**src/rtl/display_scheduler.sv**
```systemverilog
// display_scheduler: time-shares the two-digit seven-segment display among
// N_SRC 8-bit sources. Auto mode rotates through the valid sources with a
// dwell time; manual mode follows sel. A blank gap separates sources.
// All outputs are registered.
module display_scheduler #(
  parameter int N_SRC = 4,
  parameter int DWELL = 50_000_000,
  parameter int GAP   = 1_000_000,
  localparam int SW   = (N_SRC > 1) ? $clog2(N_SRC) : 1
) (
  input  logic                 clk,
  input  logic                 reset,
  input  logic [8*N_SRC-1:0]   src_data,
  input  logic [N_SRC-1:0]     src_valid,
  input  logic                 mode,
  input  logic [SW-1:0]        sel,
  input  logic                 freeze,
  output logic [7:0]           data_out,
  output logic                 disp_en,
  output logic [SW-1:0]        cur_src,
  output logic                 changed
);

  // One counter serves both the dwell and the gap; it is sized for the larger.
  localparam int MAXC = (DWELL > GAP) ? DWELL : GAP;
  localparam int CW   = $clog2(MAXC + 1);
  localparam logic [CW-1:0] DWELL_LAST = CW'(DWELL - 1);
  localparam logic [CW-1:0] GAP_LAST   = (GAP > 0) ? CW'(GAP - 1) : '0;

  typedef enum logic [1:0] {S_IDLE, S_SHOW, S_GAP} state_t;

  state_t            state_q, state_d;
  logic [CW-1:0]     cnt_q, cnt_d;
  logic [SW-1:0]     cur_q, cur_d;
  logic [SW-1:0]     nxt_q, nxt_d;
  logic [7:0]        data_q, data_d;
  logic              en_q, en_d;
  logic              chg_q, chg_d;
  logic              mode_q, mode_d;

  logic [N_SRC-1:0][7:0] src_arr;
  logic [SW:0]           nxt_auto;  // {found, index} searching from cur+1 with wrap
  logic [SW:0]           low;       // {found, index} lowest valid source
  logic [SW-1:0]         tgt;
  logic                  go;

  assign src_arr = src_data;

  // First valid index at or after 'start' (modulo N_SRC); MSB flags a hit.
  function automatic logic [SW:0] find_valid(input logic [N_SRC-1:0] v,
                                             input int start);
    logic [SW:0] r;
    int          idx;
    r = '0;
    for (int i = 0; i < N_SRC; i++) begin
      idx = (start + i) % N_SRC;
      if (!r[SW] && v[SW'(idx)]) r = {1'b1, SW'(idx)};
    end
    return r;
  endfunction

  assign nxt_auto = find_valid(src_valid, int'(cur_q) + 1);
  assign low      = find_valid(src_valid, 0);

  // Next-state logic: source selection, dwell/gap timing and registered outputs.
  always_comb begin
    state_d = state_q;
    cnt_d   = cnt_q;
    cur_d   = cur_q;
    nxt_d   = nxt_q;
    data_d  = data_q;
    en_d    = en_q;
    chg_d   = 1'b0;
    mode_d  = mode_q;
    tgt     = cur_q;
    go      = 1'b0;

    if (!freeze) begin
      mode_d = mode;
      case (state_q)
        S_IDLE: begin
          if (low[SW]) begin
            state_d = S_SHOW;
            cnt_d   = '0;
            chg_d   = 1'b1;
            cur_d   = (mode && src_valid[sel]) ? sel : low[SW-1:0];
          end
        end

        S_SHOW: begin
          // Counter runs only in auto mode and restarts on any mode change.
          cnt_d = (mode || (mode != mode_q)) ? '0 : cnt_q + 1'b1;
          // Priority: losing the current source, then dwell expiry, then sel.
          if (!src_valid[cur_q]) begin
            if (nxt_auto[SW]) begin
              tgt = nxt_auto[SW-1:0];
              go  = 1'b1;
            end else begin
              state_d = S_IDLE;
              cnt_d   = '0;
            end
          end else if (!mode && (mode == mode_q) && (cnt_q == DWELL_LAST)) begin
            // Only source left: stay put silently and start a fresh dwell.
            cnt_d = '0;
            if (nxt_auto[SW-1:0] != cur_q) begin
              tgt = nxt_auto[SW-1:0];
              go  = 1'b1;
            end
          end else if (mode && (sel != cur_q) && src_valid[sel]) begin
            tgt = sel;
            go  = 1'b1;
          end

          if (go) begin
            cnt_d = '0;
            if (GAP == 0) begin
              cur_d = tgt;
              chg_d = 1'b1;
            end else begin
              state_d = S_GAP;
              nxt_d   = tgt;
            end
          end
        end

        S_GAP: begin
          cnt_d = cnt_q + 1'b1;
          if (cnt_q == GAP_LAST) begin
            cnt_d = '0;
            // The chosen source may have gone away during the gap.
            if (src_valid[nxt_q]) begin
              state_d = S_SHOW;
              cur_d   = nxt_q;
              chg_d   = 1'b1;
            end else if (nxt_auto[SW]) begin
              state_d = S_SHOW;
              cur_d   = nxt_auto[SW-1:0];
              chg_d   = 1'b1;
            end else begin
              state_d = S_IDLE;
            end
          end
        end

        default: begin
          state_d = S_IDLE;
          cnt_d   = '0;
        end
      endcase

      // Display outputs follow the state being entered.
      case (state_d)
        S_SHOW: begin
          data_d = src_arr[cur_d];
          en_d   = 1'b1;
        end
        S_GAP: begin
          en_d = 1'b0;
        end
        default: begin
          data_d = 8'd0;
          en_d   = 1'b0;
        end
      endcase
    end
  end

  // State and output registers; reset overrides freeze.
  always_ff @(posedge clk) begin
    if (reset) begin
      state_q <= S_IDLE;
      cnt_q   <= '0;
      cur_q   <= '0;
      nxt_q   <= '0;
      data_q  <= 8'd0;
      en_q    <= 1'b0;
      chg_q   <= 1'b0;
      mode_q  <= 1'b0;
    end else begin
      state_q <= state_d;
      cnt_q   <= cnt_d;
      cur_q   <= cur_d;
      nxt_q   <= nxt_d;
      data_q  <= data_d;
      en_q    <= en_d;
      chg_q   <= chg_d;
      mode_q  <= mode_d;
    end
  end

  assign data_out = data_q;
  assign disp_en  = en_q;
  assign cur_src  = cur_q;
  assign changed  = chg_q;

endmodule

```
**config.mk**
```make
export PLATFORM = sky130hd
export DESIGN_NAME = display_scheduler
export DESIGN_NICKNAME = d
export VERILOG_FILES = /design/src/rtl/display_scheduler.sv
export SDC_FILE = /design/constraint.sdc
export NUM_CORES = 1
export LEC_CHECK = 0
export ABC_AREA = 0
export CAP_MARGIN = 20
export CORE_AREA = 2 2 89 74
export CTS_CLUSTER_DIAMETER = 50
export DETAILED_ROUTE_END_ITERATION = 12
export DIE_AREA = 0 0 91 76
export GPL_ROUTABILITY_DRIVEN = 0
export GPL_TIMING_DRIVEN = 1
export PLACE_DENSITY = 0.76
export SKIP_CTS_REPAIR_TIMING = 1
export SYNTH_ARGS = -nofsm -noshare
export SYNTH_HDL_FRONTEND = slang
export SYNTH_SLANG_ARGS = --single-unit
```
**constraint.sdc**
```tcl
create_clock -name clk -period 3.5 [get_ports clk]
set_input_delay 0.7 -clock clk [delete_from_list [all_inputs] [get_ports clk]]
set_output_delay 0.7 -clock clk [all_outputs]
set_load 0.02 [all_outputs]
```
# Word level (Yosys, flattened, before mapping)

Cells that the tools add are included.

Bits in read-only memories: 0
Output and inout bits: 12
Latch bits: 0
Memories kept: 0
Memory bits (writable): 0
Register bits after elaboration: 43
Logic and storage cells: 121

Add/sub/neg operators: 5
Magnitude comparators: 8
$mul: 0
Div/mod/pow operators: 0
Muxes and demuxes: 67
Bitwise gates (word level): 2
Shift-type cells: 0
Reduce and logical (&&, ||, !) cells: 20
Equality and inequality tests: 11

Operators by type and width:

| cell                                                | count |
|---|---|
| two-way mux 26 bit                                  | 7 |
| case mux 26 bit (3 select lines)                    | 1 |
| two-way mux 2 bit                                   | 16 |
| adder 26 x 1 -> 26 bit (second input constant)      | 1 |
| == test 26 x 20 -> 1 bit (second input constant)    | 1 |
| == test 26 bit (second input constant)              | 1 |
| two-way mux 1 bit                                   | 24 |
| two-way mux 3 bit                                   | 6 |
| binary-select mux 8 bit (select 2 bit)              | 1 |
| < comparator 2 x 4 -> 1 bit (second input constant) | 4 |
| case mux 8 bit (2 select lines)                     | 1 |
| binary-select mux 1 bit (select 2 bit)              | 7 |
| < comparator 2 x 3 -> 1 bit (second input constant) | 4 |
| logical AND 1 bit                                   | 9 |
| two-way mux 8 bit                                   | 1 |
| case mux 2 bit (3 select lines)                     | 1 |
| zero test 1 bit                                     | 5 |
| adder 2 x 1 -> 2 bit (second input constant)        | 2 |
| adder 2 bit (second input constant)                 | 2 |
| == test 2 x 1 -> 1 bit (second input constant)      | 2 |
| == test 2 bit (second input constant)               | 2 |
| != test 2 bit                                       | 2 |
| case mux 2 bit (2 select lines)                     | 1 |
| AND reduction 2 bit                                 | 2 |
| other kinds (9)                                     | 10 |

# Depth between registers and ports, before layout

Gate-level depths: netlist of the first run.

Word-level depth: 26
Gate-level depth with buffers: 11
Mapped depth without buffers: 9

# Worst setup path after synthesis of the first run

No wires, ideal clock.

Path type: input -> register
From: input mode
To: register data_q[0] (netlist: data_out[0])
Stages: 8
Path buffers: 1
Slack: 0.301 ns
Arrival: 3.111 ns
Path through: or4_1 > or4_1 > or2_0 > buf_2 > o31ai_2 > a2bb2oi_1 > o41a_4 > o32ai_2

Word-level cells in the longest chain between the ends: 13
Elaborated cells on any way between the ends: 26
Classes of those cells: 3 x eq/ne; 15 x mux; 1 x bitwise; 7 x reduce/logical

RTL lines:

| element                                                | line     | source |
|---|---|---|
| start, declared                                        | 15       | `input logic mode,` |
| logical AND 1 bit, or another cell as far along        | 109      | `end else if (mode && (sel != cur_q) && src_valid[sel]) begin` |
| logical AND 1 bit (on tied branches)                   | 109, 102 |  |
| two-way mux 1 bit or logical AND 1 bit (tied branches) | 109, 102 |  |
| two-way mux 1 bit                                      | 102      | `end else if (!mode && (mode == mode_q) && (cnt_q == DWELL_LAST)) begin` |
| two-way mux 1 bit                                      | 94       | `if (!src_valid[cur_q]) begin` |
| two-way mux 1 bit                                      | 80       | `case (state_q)` |
| two-way mux 1 bit                                      | 78       | `if (!freeze) begin` |
| two-way mux 2 bit                                      | 114      | `if (go) begin` |
| case mux 2 bit (3 select lines)                        | 80       |  |
| two-way mux 2 bit                                      | 78       |  |
| == test 2 bit                                          | 152      | `case (state_d)` |
| NOT 1 bit (no line)                                    | n/a      |  |
| AND reduction 2 bit (no line)                          | n/a      |  |
| end signal, assigned                                   | 184      | `data_q <= data_d;` |
| end, declared                                          | 36       | `logic [7:0] data_q, data_d;` |

Parallel ways exist; a longest one is shown, timed or not. The select of a mux whose other input is x is not followed.
A chain may end at the register's enable or synchronous reset.

# Worst setup path after layout of the first run

From: input src_valid[3]
To: register data_q[1] (netlist: data_out[1])

Word-level cells in the longest chain between the ends: 25
Elaborated cells on any way between the ends: 60
Classes of those cells: 3 x eq/ne; 47 x mux; 1 x bitwise; 9 x reduce/logical

RTL lines:

| element                                               | line | source |
|---|---|---|
| start, declared                                       | 14   | `input logic [N_SRC-1:0] src_valid,` |
| binary-select mux 1 bit (select 2 bit)                | 57   | `if (!r[SW] && v[SW'(idx)]) r = {1'b1, SW'(idx)};` |
| two-way mux 1 bit (not written as such) (2 in series) | 57   |  |
| two-way mux 3 bit                                     | 57   |  |
| zero test 1 bit                                       | 57   |  |
| logical AND 1 bit                                     | 57   |  |
| two-way mux 3 bit                                     | 57   |  |
| zero test 1 bit                                       | 57   |  |
| logical AND 1 bit                                     | 57   |  |
| (+8 left out)                                         | n/a  |  |
| two-way mux 1 bit                                     | 80   |  |
| two-way mux 1 bit                                     | 78   |  |
| two-way mux 2 bit                                     | 114  |  |
| case mux 2 bit (3 select lines)                       | 80   |  |
| two-way mux 2 bit                                     | 78   |  |
| == test 2 bit                                         | 152  |  |
| NOT 1 bit (no line)                                   | n/a  |  |
| AND reduction 2 bit (no line)                         | n/a  |  |

Parallel ways exist; a longest one is shown, timed or not. The select of a mux whose other input is x is not followed.

==> summary.md, run 1 <==
| Metric | Value |
|---|---|
| P per Cell Area | 314.6 nW/µm² |
| Hold Path Depth | 2 |
| Syn. warnings | 0 |
| Post-synth EDFFs | 0 |
| Final core occ | 0.6275 |
| Primary FF master, synth | dfxtp_1 |
| Skew final | 6.649 ps |
| Measured slew at the worst slew-check pin | 832.5 ps |
| Crit path DAT | 3510 ps |
| Final Power | 1.207 mW |
| Distinct cells, synth | 71 |
| CTS Root Cell | clkbuf_8 |
| I/O Buffers | 53 |
| RR Startpoint | cnt_q[20]$_SDFFE_PP0P_ |
| Synth area leaders | dfxtp_1 (29%), mux2i_1 (8.8%), nor2_1 (5.6%), o32ai_2 (4.4%), xnor2_1 (4.2%) |
| Largest net degree at the start of global routing | 22 |
| Clk buf depth | 2 |
| VDD IR max | 0.0001560 V |
| RSZ-0062 raised after global routing | false |
| Crit-path leading delay family | simple AND/OR/NAND/NOR gates |
| Leak pwr | 1.337 nW |
| CP Buf/Inv Count | 2 |
| Fmax | 0.3030 GHz |
| Max FO, Critical Path | 8 |
| Final Hold Vio Count | 0 |
| Post-synthesis cell area | 2954 µm² |
| Tightest Hold Check Type | flop to flop |
| Antenna violations before repair | 0 |
| IO Pins | 54 |
| Worst relative slew slack | 0.4372 |
| WHS Endpoint | disp_en$_SDFFE_PP0N_ |
| Critical Path Start Type | input port |
| Leading area contributor after synthesis | dfxtp_1 |
| H-tree Lvls | 2 |
| Syn avg cell area | 8.792 µm² |
| Most common cell after layout, fill and taps aside | clkdlybuf4s50_1 |
| Critical Path Max Stage Delay | 790 ps |
| Inserted Clock Buffers | 5 |
| Antenna-violating nets left | 0 |
| # DRC | 0 |
| Clock latency on the worst-skew pair | 290 ps |
| Seq/Total Area, Yosys | 0.2914 |
| Share of the synthesized area in the top cell type | 0.2914 |
| Via density | 5.619 |
| WP data required | 3710 ps |
| Reg2reg setup slack | 370 ps |
| Critical path's slowest cell | or4bb_2 |
| 1st-iter DRT viols | 195 |
| Die H | 76 µm |
| Gate count after technology mapping | 336 |
| Reg2Reg Depth | 9 |
| Clock Pin Slew Worst Setup and Hold Paths | 80 ps |
| Min Tclk post-route | 3300 ps |
| Status | finished clean |
| Worst-path cell chain | clkdlybuf4s50_1 -> buf_4 -> or4_1 -> and2_1 -> o31ai_1 -> o21ai_1 -> or4bb_2 -> o32ai_2 |
| Clk sinks | 43 |
| Final nets | 456 |
| Total track usage | 0.2099 |
| Share of cells above drive strength 1 | 0.1663 |
| Syn nets | 383 |
| Most frequent cells in the layout | clkdlybuf4s50_1 (52), nor2_1 (44), dfxtp_1 (43) |
| Initial core utilization | 0.4830 |
| DIE AREA | 6916 µm² |
| Synth Register Bits | 43 |
| WL/cell | 14.50 µm |
| Area grow syn2layout | 29.90% |
| ANT cells | 0 |
| Chip width | 91 µm |
| First-pass GRT wire length | 12.21 mm |
| Vias in the first global route | 2615 |
| Routed WL | 7.149 mm |
| Cell Rows | 26 |
| CTS tree | built |
| Via count | 2770 |
| DRT Pass-1 Iters | 5 |
| Detail Placement HPWL | 5.408 mm |
| Ys async rst share | 0 |
| Max Transition Viols Final | 0 |
| Final setup fails | 0 |
| Crit Path Class | input port to flop |
| Worst Setup End Kind | flop |
| Hold_sp | disp_en$_SDFFE_PP0N_ |
| Global route overflow | 0 |
| Core area | 6116 µm² |
| Maxcap violations | 0 |
| Final worst path period share | 0.9429 |
| Reg-to-reg critical path endpoint | data_out[1]$_SDFFE_PP0P_ |
-- state kept, by name (all words and copies together) (netlist names) --
name,flops
changed,1
cnt_q,26
cur_src,2
data_out,8
disp_en,1
mode_q,1
nxt_q,2
state_q,2
-- cell families (layout without fill, tap and decap cells) --
family	after synthesis	count (layout)	synth area share
adders and majority gates	5	5	0.02118
buffers and inverters	33	106	0.06353
muxes	37	37	0.1338
AOI/OAI and AO/OA	57	57	0.1686
and+or+nand+nor	135	135	0.2444
xor gates and xnor gates	26	26	0.07709
DFF	43	43	0.2914
-- final cells by class --
class / count / area [µm²]
inverters: 17 / 63.81
clock inverters: 1 / 30.03
well taps: 84 / 105.1
multi-input cells: 260 / 1929
fillers: 548 / 2278
clock buffers: 6 / 72.57
repair buffers: 82 / 775.7
flip-flops and latches: 43 / 860.8
-- cell usage after synthesis, types with 6 or more instances --
cell type  count
nor2_1        44
mux2i_1       26
a21oi_1        6
clkbuf_1       6
dfxtp_1       43
xor2_1        12
nand2_1       21
xnor2_1       14
nand3_1       10
nand4_1       10
inv_1         17
o32ai_2        8
nor3_1         8
mux2_2        10
-- report_power, final --
part           total, mW  internal (mW)  switching [mW]
Combinational      0.317          0.171           0.147
Clock              0.372          0.209           0.163
Sequential         0.517          0.504          0.0134
Total               1.21          0.884           0.323
-- layer usage --
metal	GRT usage	share of wire
met1	0.2834	0.46
met2	0.3378	0.48
met3	0.04649	0.049
met4	0.06061	0.010
met5	0	0
-- metrics by stage --
| stage | hold WS [ps] | instances | worst slack [ps] | setup TNS, ps | cell area, µm² |
|---|---|---|---|---|---|
| after global placement | 455.1 | 481 | -170.4 | -1545 | 3689 |
| final | 478.4 | 493 | 200.0 | 0 | 3837 |
| after global routing | 512.6 | 493 | 99.19 | 0 | 3837 |
| after detailed placement | 460.4 | 481 | -193.5 | -1763 | 3689 |
| after floorplan | 461.9 | 336 | 300.7 | 0 | 2954 |
| after CTS | 478.5 | 488 | 95.36 | 0 | 3791 |
-- worst register-to-register path, cell delays in order, from the launching register on --
cell,delay [ps]
dfxtp_1,370
or4b_1,510
nor4_1,350
nand4_1,210
buf_4,200
o211a_1,190
a2bb2oi_1,220
buf_4,160
or4bb_2,690
o32ai_2,140
-- worst max path at each step --
| stage | start | endpoint | cells after the start |
|---|---|---|---|
| 6_report | src_valid[3] | data_out[1]$_SDFFE_PP0P_ | 8 |
| 5_1_grt | src_valid[3] | data_out[4]$_SDFFE_PP0P_ | 9 |
| 4_1_cts | mode | data_out[1]$_SDFFE_PP0P_ | 8 |
| 3_5_place_dp | mode | data_out[1]$_SDFFE_PP0P_ | 8 |
| 3_3_place_gp | mode | data_out[5]$_SDFFE_PP0P_ | 8 |
| 2_1_floorplan | mode | data_out[0]$_SDFFE_PP0P_ | 8 |
(Power assumes the default switching activity.)
==> inputs of run 2 (changes only) <==
CORE_AREA = 2 2 114 94   (was 2 2 89 74)
DIE_AREA = 0 0 116 96   (was 0 0 91 76)
HOLD_SLACK_MARGIN = 0.15   (was default)
PLACE_DENSITY = default   (was 0.76)
==> summary.md, run 2 (synthesis results as in run 1) <==
| Metric | Value |
|---|---|
| Max reg flops | 26 (unchanged) |
| WP data required | 3700 ps (about the same) |
| Sequential group share of total power | 0.387 (-0.042) |
| Clk sinks | 43 (unchanged) |
| Max FO, Critical Path | 9 (+1) |
| Clock latency on the worst-skew pair | 280 ps (about the same) |
| Area grow syn2layout | 35.32% |
| Most common cell after layout, fill and taps aside | clkdlybuf4s50_1 |
| Antenna violations before repair | 0 (unchanged) |
| DP Worst Slack | -274.9 ps (-81.40 ps) |
| Detail Placement HPWL | 6.026 mm (+11%) |
| Worst Setup Slack, final | 209.2 ps (+9.279 ps) |
| Antenna-violating nets left | 0 (unchanged) |
| Die H | 96 µm (+26%) |
| Clock Pin Slew Worst Setup and Hold Paths | 60 ps (-20 ps) |
| IO Pins | 54 (unchanged) |
| I/O Buffers | 53 (unchanged) |
| Net Sw Frac | 0.2652 (-0.002590) |
| Crit Path Class | input port to flop |
| Reg-to-reg critical path endpoint | data_out[0]$_SDFFE_PP0P_ |
| Multi-input gate area in the final layout | 1929 µm² (unchanged) |
| Hold_sp | data_out[4]$_SDFFE_PP0P_ |
| Cell Rows | 33 (+27%) |
| Via density | 4.901 (-13%) |
| CTS Root Cell | clkbuf_16 |
| Via count | 2725 (-1.6%) |
| Worst Setup SP | src_valid[3] |
| Fill cells | 1034 (+89%) |
| Chip width | 116 µm (+27%) |
| Hold Path Depth | 2 (unchanged) |
| Min Tclk post-route | 3291 ps (-9.279 ps) |
| Worst relative slew slack | 0.6382 (+0.2010) |
| DIE AREA | 11140 µm² (+61%) |
| Clk buf depth | 2 (unchanged) |
| Cell Int Power | 0.9833 mW (+11%) |
| P per Cell Area | 334.8 nW/µm² (+6.4%) |
| Tightest Hold Check Type | flop to flop |
| Clock share of power | 0.371 (+0.062) |
| Combinational power share | 0.242 (-0.021) |
| Initial core utilization | 0.2956 (-0.1874) |
| Cell Area, Placed | 3821 µm² (+3.6%) |
| Final worst path period share | 0.9402 (-0.002651) |
| Routed WL | 7.744 mm (+8.3%) |
| Most frequent cells in the layout | clkdlybuf4s50_1 (52), nor2_1 (44), dfxtp_1 (43) |
| Global route overflow | 0 (unchanged) |
| Vias in the first global route | 2502 (-4.3%) |
| Inserted Clock Buffers | 5 (unchanged) |
| Biggest register | cnt_q |
| Leak pwr | 1.390 nW (+4.0%) |
| Final core occ | 0.4001 (-0.2274) |
| Fmax | 0.3039 GHz (+0.28%) |
| Status | finished clean |
| CTS tree | built |
| DRT Pass-1 Iters | 4 (-1) |
| Skew final | 5.158 ps (-1.491 ps) |
| Core area | 9992 µm² (+63%) |
| Crit path DAT | 3490 ps (-20 ps) |
| Max Transition Viols Final | 0 (unchanged) |
| RR Startpoint | cnt_q[15]$_SDFFE_PP0P_ |
| Final setup fails | 0 (unchanged) |
| Share of cells above drive strength 1 | 0.1827 (+0.01643) |
| Reg2Reg Depth | 8 (-1) |
| Final Instance Area | 3998 µm² (+4.2%) |
| Measured slew at the worst slew-check pin | 542.0 ps (-290.5 ps) |
| ANT cells | 0 (unchanged) |
| Final Hold Vio Count | 0 (unchanged) |
| Switching power | 0.3549 mW (+9.8%) |
| VDD IR max | 0.0001765 V (+13%) |
| Maxcap violations | 0 (unchanged) |
| RSZ-0062 raised after global routing | false |
| # DRC | 0 (unchanged) |
| Final Power | 1.338 mW (+11%) |
| WHS Endpoint | data_out[4]$_SDFFE_PP0P_ |
| Reg area | 860.8 µm² (unchanged) |
| Total track usage | 0.1378 (-0.07214) |
| Critical Path Start Type | input port |
| Worst Setup End Kind | flop |
| WL/cell | 13.93 µm (-4.0%) |
| H-tree Lvls | 2 (unchanged) |
| Final nets | 462 (+1.3%) |
| Reg2reg setup slack | 460 ps (+90 ps) |
| First-pass GRT wire length | 12.27 mm (+0.45%) |
| Largest net degree at the start of global routing | 21 (-4.5%) |
| 1st-iter DRT viols | 152 (-22%) |
## run 2: cell count changes in the layout (fill, tap and decap cells not counted)
| cell | previous run | this run |
|---|---|---|
| buf_12 | 2 | 1 |
| buf_4 | 27 | 34 |
| bufinv_16 | 1 | 0 |
| clkbuf_1 | 1 | 0 |
| clkbuf_16 | 0 | 5 |
| clkbuf_8 | 5 | 2 |
| clkinvlp_4 | 0 | 1 |
## run 2: power by group through the flow
stage | logic (mW) | clock network, mW | registers (mW)
2_1_floorplan | 0.177 | 0 | 0.538
5_1_grt | 0.349 | 0.534 | 0.521
4_1_cts | 0.325 | 0.507 | 0.518
3_5_place_dp | 0.323 | 0 | 0.529
3_3_place_gp | 0.321 | 0 | 0.529
6_report | 0.323 | 0.496 | 0.518
## run 2: how the worst max path moves through the flow
stage	end
after floorplan	data_out[0]$_SDFFE_PP0P_
after global placement	data_out[1]$_SDFFE_PP0P_
after detailed placement	data_out[3]$_SDFFE_PP0P_
after CTS	data_out[0]$_SDFFE_PP0P_
after global routing	data_out[4]$_SDFFE_PP0P_
final	data_out[0]$_SDFFE_PP0P_
## run 2: worst max-delay path, cell delays in order
cell	delay, ps
clkdlybuf4s50_1	440
buf_4	180
mux2_2	280
o2bb2ai_1	210
a211oi_2	280
o31ai_2	130
a2bb2oi_1	270
buf_4	160
or4bb_2	690
o32ai_2	140
## run 2: cell type report
cell class	instances	share of cell area
clock buffer	7	0.03818
tap	140	0.04382
clock inverter	1	0.001878
sequential	43	0.2153
timing repair buffer	88	0.2022
multi-input combinational	260	0.4826
inverter	17	0.01596
## run 2: per-layer routing
metal	vias up	global-route usage	routed length, µm
met4	0	0.03770	89
met1	1292	0.1984	3908
met3	8	0.03149	298
li1	1381	-	-
met2	44	0.2057	3448
met5	-	0	0
## run 2: stage by stage
| step | cells | hold WS, ps | TNS (ps) |
|---|---|---|---|
| after floorplan | 336 | 461.9 | 0 |
| after global placement | 547 | 476.7 | -2304 |
| after detailed placement | 547 | 480.9 | -3367 |
| after CTS | 555 | 490.5 | 0 |
| after global routing | 556 | 500.4 | 0 |
| final | 556 | 488.7 | 0 |
==> inputs of run 3 (changes only) <==
CELL_PAD_IN_SITES_DETAIL_PLACEMENT = 1   (was default)
CELL_PAD_IN_SITES_GLOBAL_PLACEMENT = 2   (was default)
PLACE_DENSITY_LB_ADDON = 0.1   (was default)
SLEW_MARGIN = 20   (was default)
==> summary.md, run 3 (synthesis results as in run 1) <==
| Metric | Value |
|---|---|
| Status | finished clean |
| Area grow syn2layout | 35.15% |
| Worst-path cell chain | clkdlybuf4s50_1 -> buf_4 -> or4_1 -> nand2_1 -> a211oi_2 -> o31ai_4 -> a2bb2oi_1 -> buf_4 -> or4bb_2 -> o32ai_2 |
| CTS Root Cell | clkbuf_16 |
| Min Tclk post-route | 3335 ps (+44.27 ps) |
| Chip width | 116 µm (unchanged) |
| Critical Path Max Stage Delay | 690 ps (about the same) |
| Crit path DAT | 3540 ps (+50 ps) |
| Fill cells | 1202 (+16%) |
| Placed cell count | 545 (-0.37%) |
| Reg area | 860.8 µm² (unchanged) |
| Clock latency on the worst-skew pair | 290 ps (about the same) |
| Leak pwr | 1.376 nW (-1.0%) |
| Final nets | 460 (-0.43%) |
| Clk buf depth | 2 (unchanged) |
| Largest net degree at the start of global routing | 21 (unchanged) |
| Total track usage | 0.1629 (+0.02514) |
| Share of cells above drive strength 1 | 0.1812 (-0.001533) |
| Biggest register | cnt_q |
| Routed WL | 8.777 mm (+13%) |
| P per Cell Area | 331.7 nW/µm² (-0.91%) |
| DRT Pass-1 Iters | 4 (unchanged) |
| H-tree Lvls | 2 (unchanged) |
| WHS Endpoint | data_out[0]$_SDFFE_PP0P_ |
| Max Transition Viols Final | 0 (unchanged) |
| Critical Path Start Type | input port |
| RR Startpoint | cnt_q[20]$_SDFFE_PP0P_ |
| # DRC | 0 (unchanged) |
| Most common cell after layout, fill and taps aside | clkdlybuf4s50_1 |
| WP data required | 3700 ps (about the same) |
| Cell Count, Final, Fillers Out | 554 (-0.36%) |
| Crit Path Class | input port to flop |
| Clk sinks | 43 (unchanged) |
| Multi-input gate area in the final layout | 1946 µm² (+0.84%) |
| VDD IR max | 0.0001693 V (-4.1%) |
| Reg2Reg Depth | 8 (unchanged) |
| Maxcap violations | 0 (unchanged) |
| Inserted Clock Buffers | 5 (unchanged) |
| Final setup fails | 0 (unchanged) |
| Max reg flops | 26 (unchanged) |
| Final Hold Vio Count | 0 (unchanged) |
| Die H | 96 µm (unchanged) |
| Worst Setup End Kind | flop |
| Antenna violations before repair | 0 (unchanged) |
| Hold_sp | data_out[0]$_SDFFE_PP0P_ |
| CTS tree | built |
| Detail Placement HPWL | 6.669 mm (+11%) |
| Max FO, Critical Path | 8 (-1) |
| Via count | 2750 (+0.92%) |
| Via density | 4.964 (+1.3%) |
| Clock Pin Slew Worst Setup and Hold Paths | 60 ps (about the same) |
| Tightest Hold Check Type | flop to flop |
| DP Worst Slack | -275.8 ps (-0.8950 ps) |
| Core area | 9992 µm² (unchanged) |
| Reg2reg setup slack | 360 ps (-100 ps) |
| 1st-iter DRT viols | 77 (-49%) |
| Fmax | 0.2998 GHz (-1.3%) |
| Skew final | 4.524 ps (-0.6337 ps) |
| ANT cells | 0 (unchanged) |
| Initial core utilization | 0.2956 (unchanged) |
| Worst Setup Slack, final | 165.0 ps (-44.27 ps) |
| Reg-to-reg critical path endpoint | data_out[2]$_SDFFE_PP0P_ |
| Critical path's slowest cell | or4bb_2 |
| DIE AREA | 11140 µm² (unchanged) |
| Measured slew at the worst slew-check pin | 637.8 ps (+95.81 ps) |
| WL/cell | 15.84 µm (+14%) |
| Final worst path period share | 0.9529 (+0.01265) |
| Antenna-violating nets left | 0 (unchanged) |
| Vias in the first global route | 2845 (+14%) |
| RSZ-0062 raised after global routing | false |
| I/O Buffers | 53 (unchanged) |
| First-pass GRT wire length | 14.27 mm (+16%) |
| IO Pins | 54 (unchanged) |
| Crit-path most repeated cell | buf_4 |
| Global route overflow | 0 (unchanged) |
| Cell Rows | 33 (unchanged) |
| Worst relative slew slack | 0.5692 (-0.06894) |
| Hold Path Depth | 2 (unchanged) |
| Most frequent cells in the layout | clkdlybuf4s50_1 (52), nor2_1 (43), dfxtp_1 (43) |
run 3: changes by cell type in the layout (fill, tap and decap cells not counted):
cell | before | now
clkbuf_1 | 0 | 1
buf_12 | 1 | 2
nor2_1 | 44 | 43
buf_4 | 34 | 31
clkinv_2 | 0 | 1
nor3_1 | 8 | 7
clkbuf_8 | 2 | 0
o31ai_4 | 0 | 1
nor2_2 | 0 | 1
o31ai_2 | 1 | 0
nor3_2 | 0 | 1
run 3: how the worst max path moves through the flow:
stage	from	end	slack, ps	depth (start not counted)
after floorplan	mode	data_out[0]$_SDFFE_PP0P_	300	8
after global placement	mode	data_out[4]$_SDFFE_PP0P_	-210	8
after detailed placement	mode	data_out[2]$_SDFFE_PP0P_	-280	8
after global routing	src_valid[2]	data_out[0]$_SDFFE_PP0P_	20	10
after CTS	mode	data_out[2]$_SDFFE_PP0P_	3	8
final	src_valid[2]	data_out[2]$_SDFFE_PP0P_	160	10
run 3: metal layers:
| metal | GRT usage | part of all wire | vias to the layer above | wire [µm] |
|---|---|---|---|---|
| met3 | 0.03149 | 0.038 | 4 | 334 |
| li1 | - | - | 1379 | - |
| met5 | 0 | 0 | - | 0 |
| met4 | 0.03968 | 0.0052 | 0 | 46 |
| met1 | 0.2263 | 0.52 | 1326 | 4538 |
| met2 | 0.2607 | 0.44 | 41 | 3858 |
run 3: worst max-delay path: cells and delay by family:
family          cells  cell delay [ps]
simple gates        3              980
buf+inv             3              970
compound gates      4              890
run 3: cell type report:
| class | count | area share |
|---|---|---|
| clock buffer | 6 | 0.03228 |
| clock inverter | 2 | 0.003134 |
| inverter | 17 | 0.01598 |
| multi-input combinational | 260 | 0.4873 |
| sequential | 43 | 0.2156 |
| tap | 140 | 0.04387 |
| timing repair buffer | 86 | 0.2018 |
run 3: through the flow:
step                power [mW]  hold slack, ps  area (µm²)  setup TNS (ps)    util
finish                   1.324           483.6        3993               0  0.3996
floorplan               0.7149           461.9        2954               0       -
CTS                      1.349           491.8        3960               0  0.3963
global route             1.392           511.7        3993               0  0.3996
detailed placement      0.8624           473.0        3819           -3024  0.3822
global placement        0.8598           460.1        3819           -2719  0.3822
run 3: power breakdown:
group	internal, mW	switching (mW)	total, mW
clock	0.264	0.208	0.472
combinational	0.177	0.156	0.334
sequential	0.504	0.0144	0.519
